[src/rtl/pipeline_ctrl_pkg.sv]
// -----------------------------------------------------------------------------
// pipeline_ctrl_pkg
// Shared definitions for the 3-stage pipeline stall/flush sequencer:
//   - state_t      : sequencer state encoding (2 bits)
//   - R15          : register number of the PC, never a load-use source
//   - USE_RN/RS/RM : bit positions in the decode-stage operand-use mask
//   - operand_hit  : helper comparing one decode operand against the load rd
// -----------------------------------------------------------------------------
package pipeline_ctrl_pkg;

    typedef enum logic [1:0] {
        RUN      = 2'd0,
        MEM_WAIT = 2'd1,
        FLUSH    = 2'd2
    } state_t;

    localparam logic [3:0] R15 = 4'd15;

    localparam int USE_RN = 0;
    localparam int USE_RS = 1;
    localparam int USE_RM = 2;

    // True when the operand is actually read and names the load destination.
    function automatic logic operand_hit(
        input logic       use_bit,
        input logic [3:0] src,
        input logic [3:0] rd
    );
        return use_bit & (src == rd);
    endfunction

endpackage

[src/rtl/hazard_stall_controller_sat_counter.sv]
// -----------------------------------------------------------------------------
// sat_counter
// Saturating up-counter used for the performance counters.
//   clk   : clock
//   rst_n : asynchronous active-low reset, clears the count
//   inc   : count this cycle
//   count : current value, sticks at all-ones instead of wrapping
// -----------------------------------------------------------------------------
module sat_counter #(
    parameter int W = 16
) (
    input  logic         clk,
    input  logic         rst_n,
    input  logic         inc,
    output logic [W-1:0] count
);

    localparam logic [W-1:0] ONE = W'(1);
    localparam logic [W-1:0] MAX = {W{1'b1}};

    logic [W-1:0] r_count;

    // Count qualifying cycles, holding at the maximum value.
    always_ff @(posedge clk or negedge rst_n) begin
        if (!rst_n) begin
            r_count <= {W{1'b0}};
        end else if (inc && (r_count != MAX)) begin
            r_count <= r_count + ONE;
        end else begin
            r_count <= r_count;
        end
    end

    assign count = r_count;

endmodule

[src/rtl/hazard_stall_controller.sv]
// -----------------------------------------------------------------------------
// hazard_stall_controller
// Central stall/flush sequencer for the fetch/decode/execute pipeline.
// Resolves load-use hazards (one bubble), data-memory wait states (full hold)
// and taken branches (PC redirect plus FLUSH_CYCLES cycles of flush).
//
// Parameters:
//   FLUSH_CYCLES : flush-high cycles per taken branch incl. detection (2..15)
//   CNT_W        : performance counter width
// Inputs:
//   clk, rst_n                         : clock, async active-low reset
//   dec_valid, dec_rn/rs/rm, dec_uses  : decode-stage instruction and operands
//   ex_valid, ex_is_load, ex_rd        : execute-stage instruction
//   branch_taken                       : execute-stage branch resolved taken
//   mem_req, mem_ready                 : data-memory handshake
// Outputs:
//   sel_stall_fd, sel_stall_ex         : hold F/D and EX registers
//   sel_bubble_ex                      : load NOP into EX
//   flush, pc_redirect                 : squash F/D, PC takes branch target
//   busy                               : sequencer not in RUN
//   stall_cycles, flush_events         : saturating performance counters
// Control outputs are combinational from state and inputs so a hazard is
// answered in the cycle it is detected.
// -----------------------------------------------------------------------------
module hazard_stall_controller
    import pipeline_ctrl_pkg::*;
#(
    parameter int FLUSH_CYCLES = 2,
    parameter int CNT_W        = 16
) (
    input  logic             clk,
    input  logic             rst_n,
    input  logic             dec_valid,
    input  logic [3:0]       dec_rn,
    input  logic [3:0]       dec_rs,
    input  logic [3:0]       dec_rm,
    input  logic [2:0]       dec_uses,
    input  logic             ex_valid,
    input  logic             ex_is_load,
    input  logic [3:0]       ex_rd,
    input  logic             branch_taken,
    input  logic             mem_req,
    input  logic             mem_ready,
    output logic             sel_stall_fd,
    output logic             sel_stall_ex,
    output logic             sel_bubble_ex,
    output logic             flush,
    output logic             pc_redirect,
    output logic             busy,
    output logic [CNT_W-1:0] stall_cycles,
    output logic [CNT_W-1:0] flush_events
);

    // Detection cycle counts as the first flush cycle, so FLUSH state lasts
    // FLUSH_CYCLES-1 cycles.
    localparam logic [3:0] FLUSH_LOAD = 4'(FLUSH_CYCLES - 1);

    state_t     r_state;
    logic [3:0] r_cnt;

    logic w_lu_hz;
    logic w_mem_stall;
    logic w_sel_stall_fd;
    logic w_sel_stall_ex;
    logic w_sel_bubble_ex;
    logic w_flush;
    logic w_pc_redirect;
    logic w_busy;

    // A load writing R15 is a branch, handled by the branch path, not a hazard.
    assign w_lu_hz = ex_valid & ex_is_load & dec_valid & (ex_rd != R15) &
                     (operand_hit(dec_uses[USE_RN], dec_rn, ex_rd) |
                      operand_hit(dec_uses[USE_RS], dec_rs, ex_rd) |
                      operand_hit(dec_uses[USE_RM], dec_rm, ex_rd));

    assign w_mem_stall = mem_req & ~mem_ready;

    // Sequencer state and flush-length counter.
    always_ff @(posedge clk or negedge rst_n) begin
        if (!rst_n) begin
            r_state <= RUN;
            r_cnt   <= 4'd0;
        end else begin
            case (r_state)
                RUN: begin
                    if (branch_taken) begin
                        r_state <= FLUSH;
                        r_cnt   <= FLUSH_LOAD;
                    end else if (w_mem_stall) begin
                        r_state <= MEM_WAIT;
                        r_cnt   <= r_cnt;
                    end else begin
                        r_state <= RUN;
                        r_cnt   <= r_cnt;
                    end
                end
                MEM_WAIT: begin
                    if (mem_ready) begin
                        r_state <= RUN;
                    end else begin
                        r_state <= MEM_WAIT;
                    end
                    r_cnt <= r_cnt;
                end
                FLUSH: begin
                    r_cnt <= r_cnt - 4'd1;
                    if (r_cnt == 4'd1) begin
                        r_state <= RUN;
                    end else begin
                        r_state <= FLUSH;
                    end
                end
                default: begin
                    r_state <= RUN;
                    r_cnt   <= 4'd0;
                end
            endcase
        end
    end

    // Control selects from state and live inputs; all forced low during reset
    // so the stage units see a quiet pipeline the moment rst_n drops.
    always_comb begin
        w_sel_stall_fd  = 1'b0;
        w_sel_stall_ex  = 1'b0;
        w_sel_bubble_ex = 1'b0;
        w_flush         = 1'b0;
        w_pc_redirect   = 1'b0;
        w_busy          = 1'b0;
        if (rst_n) begin
            case (r_state)
                RUN: begin
                    if (branch_taken) begin
                        w_flush         = 1'b1;
                        w_pc_redirect   = 1'b1;
                        w_sel_bubble_ex = 1'b1;
                    end else if (w_mem_stall) begin
                        w_sel_stall_fd = 1'b1;
                        w_sel_stall_ex = 1'b1;
                    end else if (w_lu_hz) begin
                        // Bubble lets the load reach writeback; next cycle EX
                        // holds the NOP so the hazard cannot repeat.
                        w_sel_stall_fd  = 1'b1;
                        w_sel_bubble_ex = 1'b1;
                    end else begin
                        w_sel_stall_fd = 1'b0;
                    end
                end
                MEM_WAIT: begin
                    w_busy         = 1'b1;
                    w_sel_stall_fd = ~mem_ready;
                    w_sel_stall_ex = ~mem_ready;
                end
                FLUSH: begin
                    w_busy          = 1'b1;
                    w_flush         = 1'b1;
                    w_sel_bubble_ex = 1'b1;
                end
                default: begin
                    w_busy = 1'b1;
                end
            endcase
        end else begin
            w_busy = 1'b0;
        end
    end

    assign sel_stall_fd  = w_sel_stall_fd;
    assign sel_stall_ex  = w_sel_stall_ex;
    assign sel_bubble_ex = w_sel_bubble_ex;
    assign flush         = w_flush;
    assign pc_redirect   = w_pc_redirect;
    assign busy          = w_busy;

    sat_counter #(.W(CNT_W)) u_stall_cnt (
        .clk   (clk),
        .rst_n (rst_n),
        .inc   (w_sel_stall_fd),
        .count (stall_cycles)
    );

    sat_counter #(.W(CNT_W)) u_flush_cnt (
        .clk   (clk),
        .rst_n (rst_n),
        .inc   (w_pc_redirect),
        .count (flush_events)
    );

endmodule

[config.mk]
export PLATFORM = sky130hd
export DESIGN_NAME = hazard_stall_controller
export DESIGN_NICKNAME = d
export VERILOG_FILES = /design/src/rtl/pipeline_ctrl_pkg.sv /design/src/rtl/hazard_stall_controller_sat_counter.sv /design/src/rtl/hazard_stall_controller.sv
export SDC_FILE = /design/constraint.sdc
export NUM_CORES = 1
export LEC_CHECK = 0
export CAP_MARGIN = 20
export CORE_UTILIZATION = 46
export DETAILED_ROUTE_END_ITERATION = 12
export PLACE_DENSITY = 0.85
export SYNTH_ARGS = -nofsm -noshare
export SYNTH_HDL_FRONTEND = slang
export SYNTH_SLANG_ARGS = --single-unit
[constraint.sdc]
create_clock -name clk -period 2.3 [get_ports clk]
set_input_delay 0.46 -clock clk [delete_from_list [all_inputs] [get_ports clk]]
set_output_delay 0.46 -clock clk [all_outputs]
set_load 0.02 [all_outputs]
==> results <==
- The count of nets left with antenna violations once routing finished came out at 0.
- The worst register-to-register path has a depth of 8.
- Ranked by total cell area, the synthesized netlist is headed by sky130_fd_sc_hd__dfrtp_1 48%, sky130_fd_sc_hd__xnor2_1 14%, sky130_fd_sc_hd__xor2_1 5.8%.
- Internal power comes to 0.001398 W.
- The number of design-rule violations left by the first detailed-router iteration is 128.
- The analysis attributes to cell leakage a power of 1.414 nW.
- Summed over all layers, the routed wires come to 5183 microns.
- The maximum ir drop on the vdd rail is 0.5721 mV.
- Pin placement for this block handled 65 I/O pins.
- The synthesized netlist devotes 5.450% of its cell area to compound gates.
- OpenSTA, run right after detailed placement, puts the worst setup slack at -0.6757 ns.
- Using the TritonRoute via totals, the vias-per-cell ratio works out to 5.281.
- The net count of the finished layout is 301.
- The first global-routing pass estimated 7355 microns of wire.
- After synthesis, the mean cell area works out to 10.67 sq um.
- After clock tree synthesis, the clock-pin slew on the worst setup and hold paths is 0.07 ns.
- The met2 track utilization from global routing is 39.23%.
- At the later pin of the worst-skew pair, clock insertion delay measures 0.30 ns.
- At the end of routability-driven placement, the weighted congestion stood at 0.7664.
- Synthesis inferred 38 register bits.
- Combinational logic burns 29.5% of the power.
- Entering global routing, the biggest net connects 37 pins.
- The biggest area contributor in the post-synthesis netlist is sky130_fd_sc_hd__dfrtp_1.
- The clock skew is 0.006339 ns.
- Input and output buffers added on the ports amount to 64.
- The clock drives 38 sinks.
- Net switching is 32.17% of the power.
- Max-cap violations in this run came to 0.
- Measured on the finished design, the core utilization comes to 74.78%.
- The terminus of the critical flop-to-flop path is u_stall_cnt.count[11].
- The layer with the highest usage after global routing is met2.
- For this run the aggregate overflow at the end of global routing stands at 0.
- The final number of hold-violating endpoints came to 0.
- The half-perimeter wire length of the detailed placement result is 3529 microns.
- The fraction of final layout cells sized beyond drive strength 1 is 20.00%.
- The maximum fanout along the worst path is 2.
- In this run the biggest area consumer among cell types represents 48.16% of the synthesized area.
- The maximum clock rate is 0.4120 GHz.
- The cell count after synthesis came out at 185.
- The design draws 0.002061 W.
- The pre-antenna-repair detailed-routing pass consisted of 4 iterations.
- The type of the worst setup path is in2out.
- The worst setup path is launched from a primary input.
- The remaining max-slew budget at the tightest pin is 70.21%.
- The power density over the cells is 679.1 nW/um^2.
- In this run the deepest clock path goes through 2 buffers.
- The die outline area is 4558 sq um.
- The clock network burns 28.0% of the power.
- The number of antenna violations at the first check in global routing is 0.
- When the netlist entered floorplanning its net count stood at 216.
- The transition at the pin with the smallest max-transition slack is 0.4468 ns.
- Summing the areas of all fa, ha and maj instances in the mapped netlist gives 2.535% of the synthesized area.
- Of the available clock period, the critical path in the final layout requires 105.5%.
- The parity-gate share of the synthesized area counting xor and xnor cells is 19.52%.
- For the worst setup path, the data arrival time is 1.97 ns.
- For met1 alone, demand over resource in global routing was 26.32%.
- The initial cell density of the core is 48.66%.
- The die is 67.52 microns wide.
- The routed layout has 1690 vias.
- Walking the worst path, the cells encountered are clkdlybuf4s50_1 -> xor2_1 -> nor4_4 -> o31ai_1 -> a21oi_1 -> buf_4.
- The row count is 23.
- The core footprint is 4058 sq um.
- The met3 track utilization from global routing is 4.392%.
- TritonCTS built the clock tree.
- Summed over all failing endpoints, the final setup total negative slack is -0.1272 ns.
- The standard cell with the maximum stage delay on the critical path is sky130_fd_sc_hd__clkdlybuf4s50_1.
- The longest individual stage delay on the worst path is 0.51 ns.
- Counting the buffers created by CTS gives 5.
- The post-layout worst setup margin is -0.1272 ns.
- The level count of the clock H-tree is 2.
- On the critical path the largest part of the delay comes from buffers and inverters.
- The final reports fail on setup timing.
- The Yosys step of the flow raised 0 warnings.
- Data on the critical path is required at its endpoint by 1.84 ns.
- The number of slew-limit violations in the final report is 0.
- The number of remaining DRC errors is 0.
- The total inserted antenna cells is 0.
- The number of hold buffers added after CTS was 0.
- The worst path in the final design needs a cycle of 2.427 ns, including I/O delays and setup.
- The classification of the worst-slack hold path is in2async.
- The synthesized netlist devotes 20.91% of its cell area to simple gates.
- The final number of setup-violating endpoints is 1.
- Setup repair after global routing could not meet its margin everywhere.
- The category of the worst setup path capture point is an output pin.
- The critical path buffer and inverter count is 2.
- In this run the power spent charging and discharging nets is 0.0006629 W.
- After synthesis the cells add up to 1974 sq um.
- The share of power burned in registers is 42.5%.
- The worst-case register-to-register setup slack is 0.17 ns.
- For this run, the total global-route usage over all layers was measured as 22.39%.
- The startpoint identified for the worst register-to-register timing path is u_stall_cnt.count[2].
- The die is 67.52 microns tall.
- After synthesis, the largest family of logic cells by area is simple AND/OR/NAND/NOR gates.
- The library cell used as clock root buffer is sky130_fd_sc_hd__clkbuf_8.
- The via count of the first global-routing pass is 1593.
- Across all hold checks on the routed design, the worst slack comes to 0.06162 ns.
- The relative area change from synthesis to final layout is 53.68%.
- The mux cell area share after synthesis is 0.5703%.
- The run finished, with violations left.
- In the final routed layout, each cell accounts on average for 16.20 microns.
- The number of unique standard cell types used by synthesis is 28.
- The fraction of the yosys area taken by sequential cells is 48.16%.
[flip-flops by register name, summed over array words and instances (netlist names)]
signal and flops:
r_state 2, u_flush_cnt.count 16, r_cnt 4, u_stall_cnt.count 16
[layout make-up]
cell class / instances / area [sq um]
Sequential cell: 38 / 950.9
Inverter: 8 / 30.03
Multi-Input combinational cell: 135 / 1101
Timing Repair Buffer: 82 / 777.0
Clock buffer: 6 / 82.58
Tap cell: 50 / 62.56
Fill cell: 275 / 1023
Clock inverter: 1 / 30.03
[routing by layer]
metal,share of wire [%],routed length (microns),up-vias
li1,-,-,799
met1,41,2114,830
met2,53,2734,52
met3,4.8,248,9
met4,1.6,85,0
met5,0,0,-
[worst max path at each step]
| stage | cells past startpoint | to | slack (ns) | from |
|---|---|---|---|---|
| 2_1_floorplan | 8 | u_stall_cnt.count[8] | 0.23 | u_stall_cnt.count[2] |
| 3_3_place_gp | 6 | sel_bubble_ex | -0.57 | ex_rd[1] |
| 3_5_place_dp | 6 | sel_bubble_ex | -0.68 | ex_rd[1] |
| 4_1_cts | 7 | sel_bubble_ex | -0.11 | dec_rn[0] |
| 5_1_grt | 6 | sel_bubble_ex | -0.15 | dec_rm[0] |
| 6_report | 6 | sel_bubble_ex | -0.13 | dec_rm[0] |
[stage by stage]
step                cell area (sq um)  instances
floorplan                        1974        185
global placement                 2766        311
detailed placement               2766        311
CTS                              2953        318
global route                     3034        320
finish                           3034        320
[placed cells by master (no fill, tap or decap), types with 2 or more instances in the layout]
master                            instances
sky130_fd_sc_hd__buf_4                   17
sky130_fd_sc_hd__ha_1                     4
sky130_fd_sc_hd__dlygate4sd2_1            4
sky130_fd_sc_hd__nor2_1                   5
sky130_fd_sc_hd__and3_4                   4
sky130_fd_sc_hd__buf_6                    2
sky130_fd_sc_hd__or3_1                    2
sky130_fd_sc_hd__nand2_1                 19
sky130_fd_sc_hd__and3_1                   5
sky130_fd_sc_hd__xnor2_1                 31
sky130_fd_sc_hd__nor3_1                   2
sky130_fd_sc_hd__xor2_1                   5
sky130_fd_sc_hd__nand3_1                 13
sky130_fd_sc_hd__clkdlybuf4s50_1         46
sky130_fd_sc_hd__nand4_1                 11
sky130_fd_sc_hd__nor3_4                   2
sky130_fd_sc_hd__dfrtp_1                 38
sky130_fd_sc_hd__xor2_2                   8
sky130_fd_sc_hd__clkbuf_2                 2
sky130_fd_sc_hd__nor4_4                   4
sky130_fd_sc_hd__buf_2                    2
sky130_fd_sc_hd__dlymetal6s2s_1           8
sky130_fd_sc_hd__inv_1                    8
sky130_fd_sc_hd__clkbuf_8                 6
sky130_fd_sc_hd__o21ai_0                  4
sky130_fd_sc_hd__a21oi_1                  4
sky130_fd_sc_hd__and2_1                   4
[cell families (layout without fill, tap and decap cells)]
group,after synthesis,count (layout)
adders and majority gates,4,4
AOI/OAI and AO/OA,14,14
DFF,38,38
buffers and inverters,12,97
muxes,1,1
and+or+nand+nor,72,72
xor gates and xnor gates,44,44
[Yosys cell counts, drive strengths merged]
library cell	count
a21oi	4
xor2	13
buf	2
and3	10
xnor2	31
nor3	4
ha	4
clkbuf	2
a311oi	1
or3	2
a31o	1
inv	8
nand3	13
nor2	5
nor4	4
dfrtp	38
o21a	1
nand4	11
nand2	19
and2	4
o31ai	2
o21ai	4
mux2	1
a32oi	1
[power groups by stage]
stage	registers (W)	logic, W	clock network [W]
finish	0.000876	0.000608	0.000577
global route	0.000890	0.000669	0.000607
CTS	0.000866	0.000577	0.000581
detailed placement	0.000877	0.000567	0
global placement	0.000871	0.000546	0
floorplan	0.000905	0.000268	0
[timing repair]
action                     CTS  global route
pin swaps                    3            10
gates cloned                 0             1
buffers inserted             0             1
setup endpoints to repair   20            32
resized for setup           31            20
(Power assumes the default switching activity.)
